`config.mk`:
```
export PLATFORM = sky130hd
export DESIGN_NAME = counter_bin_behav
export DESIGN_NICKNAME = d
export VERILOG_FILES = /design/src/rtl/counter_bin_behav.sv
export SDC_FILE = /design/constraint.sdc
export NUM_CORES = 1
export LEC_CHECK = 0
export BUFFER_PORTS_ARGS = -buffer_cell sky130_fd_sc_hd__buf_2
export CAP_MARGIN = 20
export CORE_AREA = 2 2 39 41
export CTS_CLUSTER_DIAMETER = 200
export CTS_CLUSTER_SIZE = 20
export DETAILED_ROUTE_END_ITERATION = 6
export DIE_AREA = 0 0 41 43
export GPL_TIMING_DRIVEN = 1
export PLACE_DENSITY = 0.3
export RECOVER_POWER = 50
export SKIP_CTS_REPAIR_TIMING = 1
export SLEW_MARGIN = 20
export SYNTH_ARGS = -nofsm -noshare
export SYNTH_HDL_FRONTEND = slang
export SYNTH_SLANG_ARGS = --single-unit
export TNS_END_PERCENT = 1
```
`constraint.sdc`:
```
create_clock -name clk -period 2.3 [get_ports clk]
set_input_delay 0.23 -clock clk [delete_from_list [all_inputs] [get_ports clk]]
set_output_delay 0.23 -clock clk [all_outputs]
set_load 0.05 [all_outputs]
```
`src/rtl/counter_bin_behav.sv`:
```
// counter_bin_behav: free-running WIDTH-bit up-counter wrapping mod 2**WIDTH; ports clk, rst (sync active-high clear), count
module counter_bin_behav #(
  parameter int WIDTH = 4
) (
  input  logic             clk,
  input  logic             rst,
  output logic [WIDTH-1:0] count
);
  always_ff @(posedge clk)
    count <= rst ? '0 : count + 1'b1;
endmodule

```
==> metrics.md, run 1 <==
| Metric | Value |
|---|---|
| Status | `complete, no violations` |
| # diodes | `0` |
| Initial antenna violation count | `0` |
| Top Ports | `6` |
| Setup TNS | `0 ns` |
| Largest registers | `count: 4 flops` |
| Min Hold Slack | `~0.20 ns` |
| Critical Path Slowest Stage Cell | `dfxtp_1` |
| Clock share of power | `0.454` |
| Drt pass-1 iters | `1` |
| CP arrival | `between 0.8 and 0.9 ns` |
| Period utilization | `0.479` |
| Slew Limit Headroom | `0.835` |
| Register area share after synthesis | `0.552` |
| Cell taking the most area after synthesis | `dfxtp_1` |
| Detailed Route WL | `280 µm` |
| WS Path Type | `reg2out` |
| Reg power frac | `0.401` |
| Crit path required time | `slightly above 2 ns` |
| Worst Path Buf+Inv | `1` |
| Row cnt | `14` |
| RSZ-0062 raised after global routing | `no` |
| Die Y-Extent | `43 µm` |
| Max Cap Viol | `0` |
| Sw Ratio | `0.277` |
| Syn nets | `16` |
| Final ANT Viol Nets | `0` |
| Int Power | `0.140 mW` |
| Die ar. | `between 1500 and 2000 µm²` |
| Setup violators final | `0` |
| Port buffer count | `5` |
| Warning count from the yosys run | `0` |
| Final #Nets | `26` |
| Syn-to-layout area delta | `44.0%` |
| Crit-path cells | `buf_2` |
| Core Box Area | `between 1000 and 1500 µm²` |
| Die W | `roughly 40 µm` |
| CTS H-tree lvls | `1` |
| Vias in the first global route | `roughly 130` |
| Total GRT Usage | `0.0542` |
| Switching power | `between 0.05 and 0.06 mW` |
| Pin count of the biggest net entering global routing | `6` |
| Commonest non-fill, non-tap cell in the layout | `buf_2` |
| Peak Freq | `between 0.9 and 1 GHz` |
| Total number of vias | `115` |
| Clock root cell | `clkbuf_4` |
| Placer Congestion | `~0.63` |
| Avg Inst Size Synth | `11.2 µm²` |
| Logic gate share of total power | `0.145` |
| Total count of hold-check failures in the final report | `0` |
| VDD IR max | `approximately 0.35 mV` |
| Layout cell share with drive strength beyond 1 | `0.381` |
| DRC viols | `0` |
| Max Slew Vio Count | `0` |
| PwrDens | `929 nW/µm²` |
| First-pass GRT wire length | `approximately 510 µm` |
| CP max FO | `4` |
| Starting Density | `0.105` |
| Num CTS Buffers | `3` |
| Largest Register | `count` |
| Max incr delay on CP | `0.36 ns` |
| Setup Skew | `about 0.0032 ns` |
| Period minus WS final | `about 1.1 ns` |
| Clock slew at reported path FFs | `~0.040 ns` |
| Sink Count | `4` |
| Synth Register Bits | `4` |
| Slew @ Worst Pin | `around 0.25 ns` |
| Crit start category | `flop` |
| Worst skew pair latency | `approximately 0.24 ns` |
| CTS tree | `built` |
| Min-Delay Path Class | `in2reg` |
| Routed vias/inst | `between 3 and 4` |
| Synth top area share | `0.552` |
| Drt wl/cell | `~7.6 µm` |
| Yosys cell types | `7` |
| CP delay by family, top | `flip-flops` |
| CP Capture Type | `output port` |
| Most frequent cells in the layout | `5 x buf_2, 4 x dfxtp_1, 3 x nor2_1, 3 x clkbuf_4, 2 x nor2b_1` |
| DR iter-0 viols | `0` |
| Cells after Synth | `13` |
| Leak pwr | `0.0992 nW` |
| Area of the mapped netlist | `145 µm²` |
| CTS max path bufs | `2` |
| Max reg flops | `4` |
| Grt total ovfl | `0` |
| Synth area leaders | `dfxtp_1 55%, mux2_4 10%, ha_1 8.6%` |
[cell families (layout without fill, tap and decap cells)]
family                   Yosys count  after routing  share of synthesized area
flip-flops                         4              4                      0.552
adder cells (fa/ha/maj)            1              1                     0.0862
XOR/XNOR                           1              1                     0.0604
multiplexers                       1              1                      0.103
buffers and inverters              0              8                          0
AND/OR/NAND/NOR                    6              6                      0.198
[power groups by stage]
| stage | Combinational (mW) | Sequential [mW] | Clock, mW |
|---|---|---|---|
| after floorplan | 0.00600 | 0.0943 | 0 |
| after global placement | 0.0285 | 0.0789 | 0 |
| after detailed placement | 0.0288 | 0.0791 | 0 |
| after CTS | 0.0290 | 0.0780 | 0.0915 |
| after global routing | 0.0309 | 0.0788 | 0.0991 |
| final | 0.0282 | 0.0779 | 0.0881 |
[metrics by stage]
step / power (mW) / cells / setup slack (ns) / instance area [µm²] / utilization
after global placement: 0.107 / 34 / 1.42 / 190 / 0.137
final: 0.194 / 37 / 1.20 / 209 / 0.151
after detailed placement: 0.108 / 34 / 1.42 / 190 / 0.137
after global routing: 0.209 / 37 / 1.13 / 209 / 0.151
after floorplan: 0.100 / 13 / 1.06 / 145 / -
after CTS: 0.198 / 37 / 1.18 / 213 / 0.154
[final timing paths]
check,cells after the start,startpoint,slack (ns),to
setup / recovery,1,count[0],1.20,count[0]
hold / removal,2,rst,0.20,count[0]
setup reg to reg,2,count[2],1.43,count[3]
hold reg to reg,1,count[0],0.45,count[0]
[cell usage after synthesis (all sizes together)]
| cell type | instances |
|---|---|
| dfxtp | 4 |
| ha | 1 |
| mux2 | 1 |
| nand3 | 1 |
| nor2 | 3 |
| nor2b | 2 |
| xnor2 | 1 |
[area by class of cell]
class | count | area, µm²
fillers | 155 | 1170
flip-flops and latches | 4 | 80.1
multi-input cells | 9 | 61.3
repair buffers | 5 | 25.0
clock buffers | 3 | 22.5
well taps | 16 | 20.0
[routing by layer]
layer / up-vias / GRT usage / part of all wire
met5: - / 0 / 0
met4: 0 / 0.0400 / 0.025
met3: 2 / 0.105 / 0.26
met2: 7 / 0.0375 / 0.29
met1: 45 / 0.0513 / 0.43
li1: 61 / - / -
No activity file was read; power rests on OpenSTA's default activity.
==> run 2: changes to the inputs <==
==> constraint.sdc (replaced) <==
create_clock -name clk -period 1.1 [get_ports clk]
set_input_delay 0.11 -clock clk [delete_from_list [all_inputs] [get_ports clk]]
set_output_delay 0.11 -clock clk [all_outputs]
set_load 0.05 [all_outputs]
==> run 2 against run 1 <==
Net effect:
- sequential cell count stayed put
- via count is 3.5% higher
- final cell count stayed put
- sequential share of layout area is 0.73 points higher
- utilization is 0.18 points higher
- count of clock-buffer cells in the layout stayed put
- global-route usage is 0.70 points lower
- clock skew is 0.0030 ns higher
- final area is 1.2% higher
- combinational power is 110% higher
- setup slack worse by 1.1 ns
- non-clock buffer count stayed put
==> metrics.md, run 2 (synthesis gave the netlist of run 1 again) <==
| Metric | Value |
|---|---|
| Status | `complete, no violations (unchanged)` |
| Die Y-Extent | `43 µm (unchanged)` |
| CP arrival | `0.88 ns (was 0.87 ns)` |
| Sequential cell area | `82.6 µm² (was 80.1 µm²)` |
| R2R cell count | `2 (unchanged)` |
| Syn-to-layout area delta | `45.7% (was 44.0%)` |
| Fill cell count | `153 (was 155)` |
| Final #Nets | `26 (unchanged)` |
| Total GRT Usage | `0.0472 (was 0.0542)` |
| Crit path depth | `1 (unchanged)` |
| Power Total | `0.403 mW (was 0.194 mW)` |
| Leak pwr | `0.100 nW (was 0.0992 nW)` |
| WS Path Type | `reg2out (unchanged)` |
| Max Cap Viol | `0 (unchanged)` |
| Routed vias/inst | `3.22 (was 3.11)` |
| CP delay by family, top | `flip-flops (unchanged)` |
| Max Slew Vio Count | `0 (unchanged)` |
| Worst R2R Start | `count[0] (was count[2])` |
| Crit-path cells | `buf_2 (unchanged)` |
| Worst skew pair latency | `0.23 ns (was 0.24 ns)` |
| Clock slew at reported path FFs | `0.04 ns (about the same)` |
| Vias in the first global route | `111 (was 126)` |
| CP max FO | `4 (unchanged)` |
| Crit start category | `flop (unchanged)` |
| Worst R2R Setup Slack | `0.21 ns (was 1.43 ns)` |
| Setup Skew | `0.00620 ns (was 0.00316 ns)` |
| Drt wl/cell | `7.62 µm (was 7.57 µm)` |
| Finished Cell Area | `211 µm² (was 209 µm²)` |
| Largest Register | `count (unchanged)` |
| Total number of vias | `119 (was 115)` |
| Total count of hold-check failures in the final report | `0 (unchanged)` |
| Placer Congestion | `0.657 (was 0.631)` |
| Top Ports | `6 (unchanged)` |
| Setup violators final | `0 (unchanged)` |
| Finished Layout Cells | `37 (unchanged)` |
| Slew Limit Headroom | `0.830 (was 0.835)` |
| Commonest non-fill, non-tap cell in the layout | `buf_2 (unchanged)` |
| Worst R2R End | `count[3] (unchanged)` |
| Min-Delay Path Class | `in2reg (unchanged)` |
| DP Cell Count | `34 (unchanged)` |
| DRC viols | `0 (unchanged)` |
| Die W | `41 µm (unchanged)` |
| Grt total ovfl | `0 (unchanged)` |
| Max reg flops | `4 (unchanged)` |
| Worst Path Buf+Inv | `1 (unchanged)` |
| DR iter-0 viols | `4 (was 0)` |
| CTS max path bufs | `2 (unchanged)` |
| CP Capture Type | `output port (unchanged)` |
| Row cnt | `14 (unchanged)` |
| VDD IR max | `0.536 mV (was 0.355 mV)` |
| First-pass GRT wire length | `462 µm (was 510 µm)` |
| Setup TNS | `0 ns (unchanged)` |
| Layout cell share with drive strength beyond 1 | `0.476 (was 0.381)` |
| Starting Density | `0.105 (unchanged)` |
| Port buffer count | `5 (unchanged)` |
| Placed inst area | `194 µm² (was 190 µm²)` |
| PwrDens | `1910 nW/µm² (was 929 nW/µm²)` |
| Num CTS Buffers | `3 (unchanged)` |
| Slew @ Worst Pin | `0.257 ns (was 0.249 ns)` |
| Area of the multi-input gates | `61.3 µm² (unchanged)` |
| Final ANT Viol Nets | `0 (unchanged)` |
| Drt pass-1 iters | `4 (was 1)` |
| Critical Path Slowest Stage Cell | `dfxtp_1 (unchanged)` |
| Crit path required time | `0.99 ns (was 2.07 ns)` |
| Detailed Route WL | `282 µm (was 280 µm)` |
| # diodes | `0 (unchanged)` |
| Max incr delay on CP | `0.36 ns (about the same)` |
| Die ar. | `1760 µm² (unchanged)` |
| Period minus WS final | `0.988 ns` |
| Largest registers | `count: 4 flops (unchanged)` |
| CTS H-tree lvls | `1 (unchanged)` |
| Worst Setup SP | `count[0] (unchanged)` |
| Core Box Area | `1380 µm² (unchanged)` |
| Pin count of the biggest net entering global routing | `6 (unchanged)` |
| Final WS setup | `0.112 ns (was 1.20 ns)` |
| Most frequent cells in the layout | `5 x buf_2, 3 x nor2_1, 3 x clkbuf_4 (was 5 x buf_2, 4 x dfxtp_1, 3 x nor2_1, 3 x clkbuf_4, 2 x nor2b_1)` |
| Initial antenna violation count | `0 (unchanged)` |
| Clock root cell | `clkbuf_4 (unchanged)` |
| CTS tree | `built (unchanged)` |
| Sink Count | `4 (unchanged)` |
| RSZ-0062 raised after global routing | `no (unchanged)` |
| Period utilization | `0.898` |
| Setup crit end | `count[0] (unchanged)` |
| Peak Freq | `between 1 and 1.5 GHz` |
| Pre-CTS setup slack | `0.263 ns (was 1.42 ns)` |
==> run 2: worst register-to-register path, cell delays in order, from the launching register on <==
cell	delay [ns]
dfxtp_1	0.36
nand3_1	0.10
mux2_1	0.32
==> run 2: area by class of cell <==
class	instances	area share
clock buffers	3	0.107
multi-input cells	9	0.290
flip-flops and latches	4	0.391
well taps	16	0.0947
repair buffers	5	0.118
==> run 2: worst min-delay path by stage <==
stage	end	cells after the start	from	slack (ns)
after floorplan	count[0]	1	rst	0.17
after global placement	count[0]	2	rst	0.32
after detailed placement	count[0]	2	rst	0.33
after CTS	count[2]	2	rst	0.08
after global routing	count[2]	2	rst	0.1
final	count[2]	2	rst	0.09
==> run 2: where the power goes <==
part | total (mW) | switching [mW] | internal (mW)
Combinational | 0.0596 | 0.0435 | 0.0161
Sequential | 0.165 | 0.00837 | 0.157
Clock | 0.179 | 0.0568 | 0.122
==> run 2: per-stage QoR <==
stage / util / hold WS, ns
finish: 0.153 / 0.0875
global route: 0.153 / 0.0953
CTS: 0.156 / 0.0831
detailed placement: 0.140 / 0.328
global placement: 0.140 / 0.324
floorplan: - / 0.169
==> run 2: layer usage <==
metal | track usage | wire length, µm | up-vias
li1 | - | - | 58
met1 | 0.0418 | 153 | 52
met2 | 0.0500 | 82 | 9
met3 | 0.0785 | 46 | 0
met4 | 0.0200 | 0 | 0
met5 | 0 | 0 | -
==> run 3: changes to the inputs <==
--- a/config.mk
+++ b/config.mk
@@ -15,8 +15,8 @@
 export GPL_TIMING_DRIVEN = 1
 export PLACE_DENSITY = 0.3
 export RECOVER_POWER = 50
+export SETUP_SLACK_MARGIN = 0.3
 export SKIP_CTS_REPAIR_TIMING = 1
-export SLEW_MARGIN = 20
 export SYNTH_ARGS = -nofsm -noshare
 export SYNTH_HDL_FRONTEND = slang
 export SYNTH_SLANG_ARGS = --single-unit
==> run 3 against run 2 <==
Net effect:
- power grew 8.6%
- sequential cell count is the same
- count of clock-buffer cells in the layout grew 1
- final cell count grew 2.7%
- via count shrank 0.84%
- first-iteration DRC count is the same
- routed wire length shrank 2.1%
- sequential share of layout area shrank 3.4 points
- critical path type unchanged
- critical endpoint is now count[2]
==> metrics.md, run 3 (synthesis gave the netlist of run 1 again) <==
| Metric | Value |
|---|---|
| Largest Register | `count (unchanged)` |
| Period minus WS final | `0.969 ns (was 0.988 ns)` |
| Grt total ovfl | `0 (unchanged)` |
| Status | `complete, no violations (unchanged)` |
| Placed inst area | `208 µm² (was 194 µm²)` |
| Int Power | `0.318 mW (was 0.295 mW)` |
| Max reg flops | `4 (unchanged)` |
| Top Ports | `6 (unchanged)` |
| CP delay by family, top | `flip-flops (unchanged)` |
| WS Path Type | `reg2out (unchanged)` |
| CTS tree | `built (unchanged)` |
| Leak pwr | `0.108 nW (was 0.100 nW)` |
| CP Capture Type | `output port (unchanged)` |
| Crit path required time | `0.99 ns (about the same)` |
| Die ar. | `1760 µm² (unchanged)` |
| VDD IR max | `0.652 mV (was 0.536 mV)` |
| Syn-to-layout area delta | `71.6% (was 45.7%)` |
| Slew @ Worst Pin | `0.274 ns (was 0.257 ns)` |
| Finished Cell Area | `249 µm² (was 211 µm²)` |
| Pin count of the biggest net entering global routing | `6 (unchanged)` |
| Max Slew Vio Count | `0 (unchanged)` |
| Routed vias/inst | `3.11 (was 3.22)` |
| Min Hold Slack | `0.0854 ns (was 0.0875 ns)` |
| Logic gate share of total power | `0.159 (was 0.148)` |
| Drt pass-1 iters | `2 (was 4)` |
| DR iter-0 viols | `4 (unchanged)` |
| # diodes | `0 (unchanged)` |
| Final ANT Viol Nets | `0 (unchanged)` |
| Starting Density | `0.105 (unchanged)` |
| CTS max path bufs | `2 (unchanged)` |
| Final #Nets | `26 (unchanged)` |
| CP arrival | `0.86 ns (was 0.88 ns)` |
| Largest registers | `count: 4 flops (unchanged)` |
| Peak Freq | `1.03 GHz (was 1.01 GHz)` |
| Setup Skew | `0.00287 ns (was 0.00620 ns)` |
| Clock root cell | `clkbuf_4 (unchanged)` |
| PwrDens | `1760 nW/µm² (was 1910 nW/µm²)` |
| Clock share of power | `0.461 (was 0.443)` |
| First-pass GRT wire length | `455 µm (was 462 µm)` |
| Min-Delay Path Class | `in2reg (unchanged)` |
| Total count of hold-check failures in the final report | `0 (unchanged)` |
| Sw Ratio | `0.274 (was 0.269)` |
| Total number of vias | `118 (was 119)` |
| Initial antenna violation count | `0 (unchanged)` |
| Layout cell share with drive strength beyond 1 | `0.591 (was 0.476)` |
| Drt wl/cell | `7.26 µm (was 7.62 µm)` |
| Slew Limit Headroom | `0.818 (was 0.830)` |
| Sink Count | `4 (unchanged)` |
| Worst Path Buf+Inv | `1 (unchanged)` |
| CTS H-tree lvls | `1 (unchanged)` |
| Critical Path Slowest Stage Cell | `dfxtp_4 (was dfxtp_1)` |
| Clock slew at reported path FFs | `0.04 ns (about the same)` |
| Most frequent cells in the layout | `3 x nor2_1, 3 x clkbuf_4, 2 x nor2b_1, 2 x dfxtp_4 (was 5 x buf_2, 3 x nor2_1, 3 x clkbuf_4)` |
| Crit-path cells | `clkbuf_2 (was buf_2)` |
| Max Cap Viol | `0 (unchanged)` |
| Max incr delay on CP | `0.35 ns (was 0.36 ns)` |
| Period utilization | `0.881 (was 0.898)` |
| Core Box Area | `1380 µm² (unchanged)` |
| Row cnt | `14 (unchanged)` |
| Port buffer count | `5 (unchanged)` |
| Reg power frac | `0.381 (was 0.410)` |
| Detailed Route WL | `276 µm (was 282 µm)` |
| Total GRT Usage | `0.0492 (was 0.0472)` |
| Die Y-Extent | `43 µm (unchanged)` |
| CP max FO | `3 (was 4)` |
| RSZ-0062 raised after global routing | `yes (was no)` |
| DRC viols | `0 (unchanged)` |
| Num CTS Buffers | `3 (unchanged)` |
| Worst skew pair latency | `0.24 ns (was 0.23 ns)` |
| Die W | `41 µm (unchanged)` |
| Setup violators final | `0 (unchanged)` |
| Switching power | `0.120 mW (was 0.109 mW)` |
| Crit start category | `flop (unchanged)` |
| Placer Congestion | `0.663 (was 0.657)` |
| Vias in the first global route | `116 (was 111)` |
| Setup TNS | `0 ns (unchanged)` |
-- run 3: cell types whose count changed in the layout (fill, tap and decap cells not counted), sizes merged --
cell	previous run	this run
buf	5	4
clkbuf	3	5
-- run 3: final timing paths --
check / startpoint / to / slack [ns] / cells after the start
hold / removal: rst / count[1] / 0.09 / 2
setup reg to reg: count[0] / count[3] / 0.18 / 2
setup / recovery: count[2] / count[2] / 0.13 / 1
hold reg to reg: count[0] / count[0] / 0.49 / 1
-- run 3: power by group through the flow --
| stage | clock, mW | sequential (mW) | combinational (mW) |
|---|---|---|---|
| CTS | 0.214 | 0.164 | 0.0599 |
| global route | 0.224 | 0.168 | 0.0746 |
| global placement | 0 | 0.166 | 0.0608 |
| detailed placement | 0 | 0.166 | 0.0596 |
| floorplan | 0 | 0.199 | 0.0127 |
| finish | 0.202 | 0.167 | 0.0695 |
-- run 3: layout make-up --
cell class | count | area [µm²]
fillers | 159 | 1130
well taps | 16 | 20.0
flip-flops and latches | 4 | 88.8
multi-input cells | 9 | 70.1
repair buffers | 5 | 43.8
clock buffers | 4 | 26.3
-- run 3: metal layers --
layer	vias up	track usage	wire, µm
li1	60	-	-
met1	49	0.0547	115
met2	9	0.0344	98
met3	0	0.0785	62
met4	0	0.0400	0
met5	-	0	0
-- run 3: stage by stage --
stage	instances	utilization	worst slack [ns]	power [mW]
floorplan	13	-	0.158	0.211
global placement	34	0.150	0.257	0.227
detailed placement	34	0.150	0.259	0.226
CTS	38	0.169	0.128	0.438
global route	38	0.180	0.107	0.467
finish	38	0.180	0.131	0.438
